==> src/rtl/mem_stage_if.sv <==
`default_nettype none
// ============================================================================
// Module   : mem_stage_if
// Brief    : Data-memory request/response bus between the MEM stage and the
//            data memory (request, write strobe, address, byte enables, write
//            data, grant, read-valid, read data).
// Revision : 1.0 - initial release
// ============================================================================
interface mem_stage_if;
  logic        dmem_req_o;
  logic        dmem_we_o;
  logic [31:0] dmem_addr_o;
  logic [3:0]  dmem_be_o;
  logic [31:0] dmem_wdata_o;
  logic        dmem_gnt_i;
  logic        dmem_rvalid_i;
  logic [31:0] dmem_rdata_i;

  // Pipeline side: issues requests, consumes grant and read data
  modport master (
    output dmem_req_o, dmem_we_o, dmem_addr_o, dmem_be_o, dmem_wdata_o,
    input  dmem_gnt_i, dmem_rvalid_i, dmem_rdata_i
  );

  // Memory side: accepts requests, returns grant and read data
  modport slave (
    input  dmem_req_o, dmem_we_o, dmem_addr_o, dmem_be_o, dmem_wdata_o,
    output dmem_gnt_i, dmem_rvalid_i, dmem_rdata_i
  );
endinterface
`default_nettype wire

==> src/rtl/mem_stage.sv <==
`default_nettype none
// ============================================================================
// Module   : mem_stage
// Brief    : RV32 memory pipeline stage. Passes ALU results through, issues
//            aligned loads/stores on the data-memory bus, formats load data
//            and flags misaligned accesses.
// Revision : 1.0 - initial release
// ============================================================================
module mem_stage (
  input  wire logic        clk,
  input  wire logic        rst,
  input  wire logic        ex_valid_i,
  output logic             ready_o,
  input  wire logic        ex_mem_re_i,
  input  wire logic        ex_mem_we_i,
  input  wire logic [2:0]  ex_funct3_i,
  input  wire logic        ex_rd_we_i,
  input  wire logic [4:0]  ex_rd_waddr_i,
  input  wire logic [31:0] ex_result_i,
  input  wire logic [31:0] ex_store_data_i,
  mem_stage_if.master      dmem,
  output logic             rd_we_o,
  output logic [4:0]       rd_waddr_o,
  output logic [31:0]      rd_data_o,
  output logic             misalign_o
);

  localparam logic [1:0] S_IDLE = 2'd0;
  localparam logic [1:0] S_REQ  = 2'd1;
  localparam logic [1:0] S_WAIT = 2'd2;

  localparam logic [2:0] F3_B  = 3'b000;
  localparam logic [2:0] F3_H  = 3'b001;
  localparam logic [2:0] F3_BU = 3'b100;
  localparam logic [2:0] F3_HU = 3'b101;

  logic [1:0]  r_state;
  logic [1:0]  w_state_nxt;

  // Captured instruction context
  logic        r_we;
  logic [1:0]  r_off;
  logic [2:0]  r_funct3;
  logic        r_rd_we;
  logic [4:0]  r_rd_waddr;
  logic [31:0] r_addr;
  logic [3:0]  r_be;
  logic [31:0] r_wdata;

  // Registered write-back bundle
  logic        r_wb_we;
  logic [4:0]  r_wb_waddr;
  logic [31:0] r_wb_data;
  logic        r_misalign;

  // Decode of the instruction offered by EX
  logic        w_accept;
  logic        w_is_mem;
  logic        w_is_byte;
  logic        w_is_half;
  logic        w_is_word;
  logic [1:0]  w_off;
  logic        w_misalign;
  logic [3:0]  w_be;
  logic [31:0] w_wdata;
  logic [31:0] w_lane;
  logic [31:0] w_load_data;

  assign w_accept   = (r_state == S_IDLE) && ex_valid_i;
  assign w_is_mem   = ex_mem_re_i || ex_mem_we_i;
  assign w_is_byte  = (ex_funct3_i == F3_B) || (ex_funct3_i == F3_BU);
  assign w_is_half  = (ex_funct3_i == F3_H) || (ex_funct3_i == F3_HU);
  assign w_is_word  = !w_is_byte && !w_is_half;
  assign w_off      = ex_result_i[1:0];
  assign w_misalign = (w_is_half && w_off[0]) || (w_is_word && (w_off != 2'b00));

  // Byte enables and lane-replicated write data for the offered access
  always_comb begin
    w_be    = 4'b1111;
    w_wdata = ex_store_data_i;
    if (w_is_byte) begin
      w_be    = 4'b0001 << w_off;
      w_wdata = {4{ex_store_data_i[7:0]}};
    end else if (w_is_half) begin
      w_be    = w_off[1] ? 4'b1100 : 4'b0011;
      w_wdata = {2{ex_store_data_i[15:0]}};
    end
  end

  // Shift the addressed lane to bit 0, then sign/zero extend by access size
  assign w_lane = dmem.dmem_rdata_i >> {r_off, 3'b000};

  always_comb begin
    case (r_funct3)
      F3_B:    w_load_data = {{24{w_lane[7]}}, w_lane[7:0]};
      F3_BU:   w_load_data = {24'd0, w_lane[7:0]};
      F3_H:    w_load_data = {{16{w_lane[15]}}, w_lane[15:0]};
      F3_HU:   w_load_data = {16'd0, w_lane[15:0]};
      default: w_load_data = w_lane;
    endcase
  end

  // State register
  always_ff @(posedge clk or posedge rst) begin
    if (rst) r_state <= S_IDLE;
    else     r_state <= w_state_nxt;
  end

  // Next-state: only aligned memory ops leave IDLE
  always_comb begin
    w_state_nxt = r_state;
    case (r_state)
      S_IDLE: if (w_accept && w_is_mem && !w_misalign) w_state_nxt = S_REQ;
      S_REQ:  if (dmem.dmem_gnt_i) w_state_nxt = r_we ? S_IDLE : S_WAIT;
      S_WAIT: if (dmem.dmem_rvalid_i) w_state_nxt = S_IDLE;
      default: w_state_nxt = S_IDLE;
    endcase
  end

  // FSM-decoded outputs
  always_comb begin
    ready_o         = (r_state == S_IDLE);
    dmem.dmem_req_o = (r_state == S_REQ);
    dmem.dmem_we_o  = (r_state == S_REQ) && r_we;
  end

  // Capture the accepted instruction and its bus fields; held until the next accept
  always_ff @(posedge clk or posedge rst) begin
    if (rst) begin
      r_we       <= 1'b0;
      r_off      <= 2'b00;
      r_funct3   <= 3'b000;
      r_rd_we    <= 1'b0;
      r_rd_waddr <= 5'd0;
      r_addr     <= 32'd0;
      r_be       <= 4'd0;
      r_wdata    <= 32'd0;
    end else if (w_accept) begin
      r_we       <= ex_mem_we_i;
      r_off      <= w_off;
      r_funct3   <= ex_funct3_i;
      r_rd_we    <= ex_rd_we_i;
      r_rd_waddr <= ex_rd_waddr_i;
      if (w_is_mem && !w_misalign) begin
        r_addr  <= {ex_result_i[31:2], 2'b00};
        r_be    <= w_be;
        r_wdata <= w_wdata;
      end
    end
  end

  // Write-back bundle and misalign flag; the strobes are single-cycle pulses
  always_ff @(posedge clk or posedge rst) begin
    if (rst) begin
      r_wb_we    <= 1'b0;
      r_wb_waddr <= 5'd0;
      r_wb_data  <= 32'd0;
      r_misalign <= 1'b0;
    end else begin
      r_wb_we    <= 1'b0;
      r_misalign <= 1'b0;
      if (w_accept && !w_is_mem) begin
        r_wb_we    <= ex_rd_we_i;
        r_wb_waddr <= ex_rd_waddr_i;
        r_wb_data  <= ex_result_i;
      end else if (w_accept && w_misalign) begin
        r_misalign <= 1'b1;
      end else if ((r_state == S_WAIT) && dmem.dmem_rvalid_i) begin
        r_wb_we    <= r_rd_we;
        r_wb_waddr <= r_rd_waddr;
        r_wb_data  <= w_load_data;
      end
    end
  end

  assign dmem.dmem_addr_o  = r_addr;
  assign dmem.dmem_be_o    = r_be;
  assign dmem.dmem_wdata_o = r_wdata;
  assign rd_we_o           = r_wb_we;
  assign rd_waddr_o        = r_wb_waddr;
  assign rd_data_o         = r_wb_data;
  assign misalign_o        = r_misalign;

endmodule
`default_nettype wire

==> src/flat_wrapper.sv <==
// flat-port wrapper written by rule: the top's interface ports become plain ports
module mem_stage_flat 
  (clk, rst, ex_valid_i, ready_o, ex_mem_re_i, ex_mem_we_i, ex_funct3_i, ex_rd_we_i, ex_rd_waddr_i, ex_result_i, ex_store_data_i, rd_we_o, rd_waddr_o, rd_data_o, misalign_o, dmem_dmem_req_o, dmem_dmem_we_o, dmem_dmem_addr_o, dmem_dmem_be_o, dmem_dmem_wdata_o, dmem_dmem_gnt_i, dmem_dmem_rvalid_i, dmem_dmem_rdata_i);
  mem_stage_if dmem_i ();
  input  wire logic clk;
  input  wire logic rst;
  input  wire logic ex_valid_i;
  output logic ready_o;
  input  wire logic ex_mem_re_i;
  input  wire logic ex_mem_we_i;
  input  wire logic [2:0] ex_funct3_i;
  input  wire logic ex_rd_we_i;
  input  wire logic [4:0] ex_rd_waddr_i;
  input  wire logic [31:0] ex_result_i;
  input  wire logic [31:0] ex_store_data_i;
  output logic rd_we_o;
  output logic [4:0] rd_waddr_o;
  output logic [31:0] rd_data_o;
  output logic misalign_o;
  output wire logic [$bits(dmem_i.dmem_req_o)-1:0] dmem_dmem_req_o;
  output wire logic [$bits(dmem_i.dmem_we_o)-1:0] dmem_dmem_we_o;
  output wire logic [$bits(dmem_i.dmem_addr_o)-1:0] dmem_dmem_addr_o;
  output wire logic [$bits(dmem_i.dmem_be_o)-1:0] dmem_dmem_be_o;
  output wire logic [$bits(dmem_i.dmem_wdata_o)-1:0] dmem_dmem_wdata_o;
  input wire logic [$bits(dmem_i.dmem_gnt_i)-1:0] dmem_dmem_gnt_i;
  input wire logic [$bits(dmem_i.dmem_rvalid_i)-1:0] dmem_dmem_rvalid_i;
  input wire logic [$bits(dmem_i.dmem_rdata_i)-1:0] dmem_dmem_rdata_i;
  assign dmem_dmem_req_o = dmem_i.dmem_req_o;
  assign dmem_dmem_we_o = dmem_i.dmem_we_o;
  assign dmem_dmem_addr_o = dmem_i.dmem_addr_o;
  assign dmem_dmem_be_o = dmem_i.dmem_be_o;
  assign dmem_dmem_wdata_o = dmem_i.dmem_wdata_o;
  assign dmem_i.dmem_gnt_i = dmem_dmem_gnt_i;
  assign dmem_i.dmem_rvalid_i = dmem_dmem_rvalid_i;
  assign dmem_i.dmem_rdata_i = dmem_dmem_rdata_i;
  mem_stage u_core (.clk(clk), .rst(rst), .ex_valid_i(ex_valid_i), .ready_o(ready_o), .ex_mem_re_i(ex_mem_re_i), .ex_mem_we_i(ex_mem_we_i), .ex_funct3_i(ex_funct3_i), .ex_rd_we_i(ex_rd_we_i), .ex_rd_waddr_i(ex_rd_waddr_i), .ex_result_i(ex_result_i), .ex_store_data_i(ex_store_data_i), .dmem(dmem_i), .rd_we_o(rd_we_o), .rd_waddr_o(rd_waddr_o), .rd_data_o(rd_data_o), .misalign_o(misalign_o));
endmodule
==> config.mk <==
export PLATFORM = sky130hd
export DESIGN_NAME = mem_stage_flat
export DESIGN_NICKNAME = d
export VERILOG_FILES = /design/src/rtl/mem_stage_if.sv /design/src/rtl/mem_stage.sv /design/src/flat_wrapper.sv
export SDC_FILE = /design/constraint.sdc
export NUM_CORES = 1
export LEC_CHECK = 0
export CAP_MARGIN = 0
export CORE_ASPECT_RATIO = 0.6
export CORE_MARGIN = 2
export CORE_UTILIZATION = 49
export CTS_BUF_LIST = sky130_fd_sc_hd__clkbuf_4 sky130_fd_sc_hd__clkbuf_8
export CTS_CLUSTER_DIAMETER = 120
export DETAILED_ROUTE_END_ITERATION = 12
export PLACE_DENSITY = 0.93
export SLEW_MARGIN = 20
export SYNTH_ARGS = -nofsm -noshare
export SYNTH_HDL_FRONTEND = slang
export SYNTH_SLANG_ARGS = --single-unit
==> constraint.sdc <==
create_clock -name clk -period 9.2 [get_ports clk]
set_input_delay 1.38 -clock clk [delete_from_list [all_inputs] [get_ports clk]]
set_output_delay 1.38 -clock clk [all_outputs]
set_load 0.01 [all_outputs]
==> reports/qor.csv <==
stage,metric,value,unit
grt,grt_start_max_net_pins,75,
synthesis,netlist_top_cells_area,"dfrtp_1 51%, mux2i_1 6.9%, mux2_2 6.4%",
sta,layout_min_cycle_time,3.98,ns
clocking,clkTransAtPathRegs,0.07,ns
synthesis,yosysWarningCount,0,
cells_and_area,nets,851,
clocking,htree_levels,4,
worst_setup_path,cp_max_fo,70,
clocking,cts-root-buf,clkbuf_8,
sta,maxSlewHeadroom,32.6,%
floorplanning,io-pin-count,222,
clocking,postCtsHoldBufs,0,
sta,setup_tns,0,ns
synthesis,ys_seq_area_share,51.2,%
grt,grt_pass1_vias,5100,
floorplanning,core_area,11400,um^2
grt,grt_overflow_total,0,
synthesis,yosys.area.top_type,dfrtp_1,
floorplanning,fp.dieH,88.4,um
clocking,numCtsBuffers,17,
power,leakagePower,3.62,nW
synthesis,synth_top_area_share,51.2,%
synthesis,syn_area,5820,um^2
status,status,"finished, final reports clean",
floorplanning,rows,30,
synthesis,synth_cell_types,40,
worst_setup_path,startpoint_type,input pin,
synthesis,synth_ff_type,dfrtp_1,
sta,min_period_over_period,43.3,%
sta,rsz0062_at_grt,false,
cells_and_area,antenna_cells,0,
cells_and_area,area_growth,45.8,%
sta,setup_ws,5.22,ns
drt,ant_nets,0,
grt,grt_pass1_wl,27600,um
placed_design,hpwl,13300,um
clocking,clk_path_buf_depth,2,
floorplanning,die_area,12800,um^2
floorplanning,die-width,145,um
grt,track_usage,28.9,%
min_path,hold_class,flip-flop to flip-flop,
drt,viasPerCell,5.58,
synthesis,synth_async_sr_flop_share,100,%
synthesis,syn_inst,537,
drt,num_vias,5087,
worst_setup_path,arrival,4.29,ns
power,ir_drop,152,uV
sta,finalMaxSlewViolations,0,
clocking,clock_sinks,119,
clocking,cts_resized,0,
power,powerDensity,282,nW/um^2
worst_setup_path,end_kind,flip-flop,
placed_design,dp_worst_setup_slack,3.60,ns
worst_setup_path,path_class,input pin to flip-flop,
worst_setup_path,worstPathRequired,9.51,ns
sta,worst_pin_slew,1.01,ns
drt,drc,0,
floorplanning,start_util,50.8,%
drt,wl_per_cell,19.9,um
synthesis,synth_edf_count,0,
drt,first_iter_violations,329,
clocking,cts_setup_buffers,0,
cells_and_area,drive_gt1_share,14.8,%
sta,fmax,251,MHz
clocking,tritoncts,yes,
grt,antenna_found_initial,0,
power,power,0.00239,W
synthesis,avgSynthCellArea,10.8,um^2
drt,dr.pass1.iters,5,
sta,clock-skew-final,0.0127,ns
placed_design,portBuffers,219,
sta,setup_viol,0,
clocking,clk_latency,0.43,ns
cells_and_area,fillers,771,
sta,hold_viol,0,
placed_design,gp_congestion,0.865,
synthesis,ys_ff_latch,119,
drt,wirelength,18200,um
flow_run,maxCapViolCount,0,
[worst paths after layout]
check                                                   from  depth (start not counted)                      endpoint  slack [ns]
worst max-delay path                          ex_funct3_i[0]                          5   u_core.dmem.dmem_addr_o[26]        5.22
worst min-delay path            u_core.dmem.dmem_wdata_o[22]                          2  u_core.dmem.dmem_wdata_o[22]        0.49
worst max register to register             u_core.r_state[0]                          4          u_core.rd_data_o[19]        6.43
worst min register to register  u_core.dmem.dmem_wdata_o[22]                          2  u_core.dmem.dmem_wdata_o[22]        0.49
max in group asynchronous                                rst                          3          u_core.rd_data_o[26]        6.51
min in group asynchronous                                rst                          2          u_core.rd_data_o[29]        1.51
[synthesized netlist by cell type, types with 2 or more instances]
master     instances
a21oi_1            9
a221oi_1          14
a221oi_2          10
a31oi_1           13
buf_1              3
buf_2             13
buf_4              3
buf_6              5
clkbuf_1          18
dfrtp_1          119
inv_1              3
mux2_1             4
mux2_2            33
mux2_4            20
mux2i_1           40
nand2_1           80
nand2b_1           2
nor2_1            76
nor2b_1            7
nor3_1             2
o211ai_1           8
o21ai_0           28
o2bb2ai_1          7
o31ai_1            3
or2_2              2
[layout make-up]
class                      instances  area (um^2)  share of cell area [%]
inverter                           4         17.5                   0.206
clock inverter                    12          151                    1.78
tap                              160          200                    2.36
multi-input combinational        373         2630                    31.0
clock buffer                      19          262                    3.08
sequential                       119         2980                    35.1
timing repair buffer             224         2240                    26.5
[flip-flops by register name, summed over array words and instances, names as in the netlist]
register	cells
u_core.dmem.dmem_wdata_o	32
u_core.rd_data_o	32
u_core.dmem.dmem_addr_o	30
u_core.r_rd_waddr	5
u_core.rd_waddr_o	5
u_core.dmem.dmem_be_o	4
u_core.r_funct3	3
u_core.r_off	2
u_core.r_state	2
u_core.misalign_o	1
u_core.r_rd_we	1
u_core.r_we	1
u_core.rd_we_o	1
[through the flow]
stage | area (um^2) | util [%] | instances | hold WS, ns
after floorplan | 5820 | - | 538 | 0.462
after global placement | 8050 | 70.3 | 879 | 0.463
after detailed placement | 8050 | 70.3 | 879 | 0.474
after CTS | 8460 | 73.9 | 910 | 0.491
after global routing | 8490 | 74.1 | 911 | 0.517
final | 8490 | 74.1 | 911 | 0.489
[cells in the final DEF (no fill, tap or decap), types with 10 or more instances in the layout]
cell type,instances
dfrtp_1,119
clkdlybuf4s50_1,218
a31oi_1,13
o21ai_0,28
nand2_1,79
clkbuf_8,19
mux2i_1,40
a221oi_1,14
mux2_4,20
mux2_2,33
nor2_1,74
a221oi_2,10
[power breakdown]
group / leakage [nW] / internal, W / total [W] / switching [W]
Sequential: 1.40 / 0.000731 / 0.000872 / 0.000141
Clock: 0.208 / 0.000280 / 0.000499 / 0.000218
Combinational: 2.02 / 0.000591 / 0.00102 / 0.000430
[logic make-up after synthesis]
kind of cell	count (synthesis)	share of synthesized area [%]
DFF	119	51.2
other	1	0.0644
AOI/OAI and AO/OA	100	13.0
and+or+nand+nor	173	12.1
muxes	98	19.6
buffers and inverters	46	4.08
[metal layers]
metal  up-vias  share of wire [%]  track usage, %
li1       2298                  -               -
met1      2493                 41            38.1
met2       260                 47            45.5
met3        36                 10            10.6
met4         0                2.0            8.74
met5         -                  0               0
[worst max-delay path, stage by stage]
cell and delay, ns:
clkdlybuf4s50_1 0.86, nor2_2 0.32, o221ai_4 0.63, buf_4 0.65, mux2_2 0.41
(Power assumes the default switching activity.)
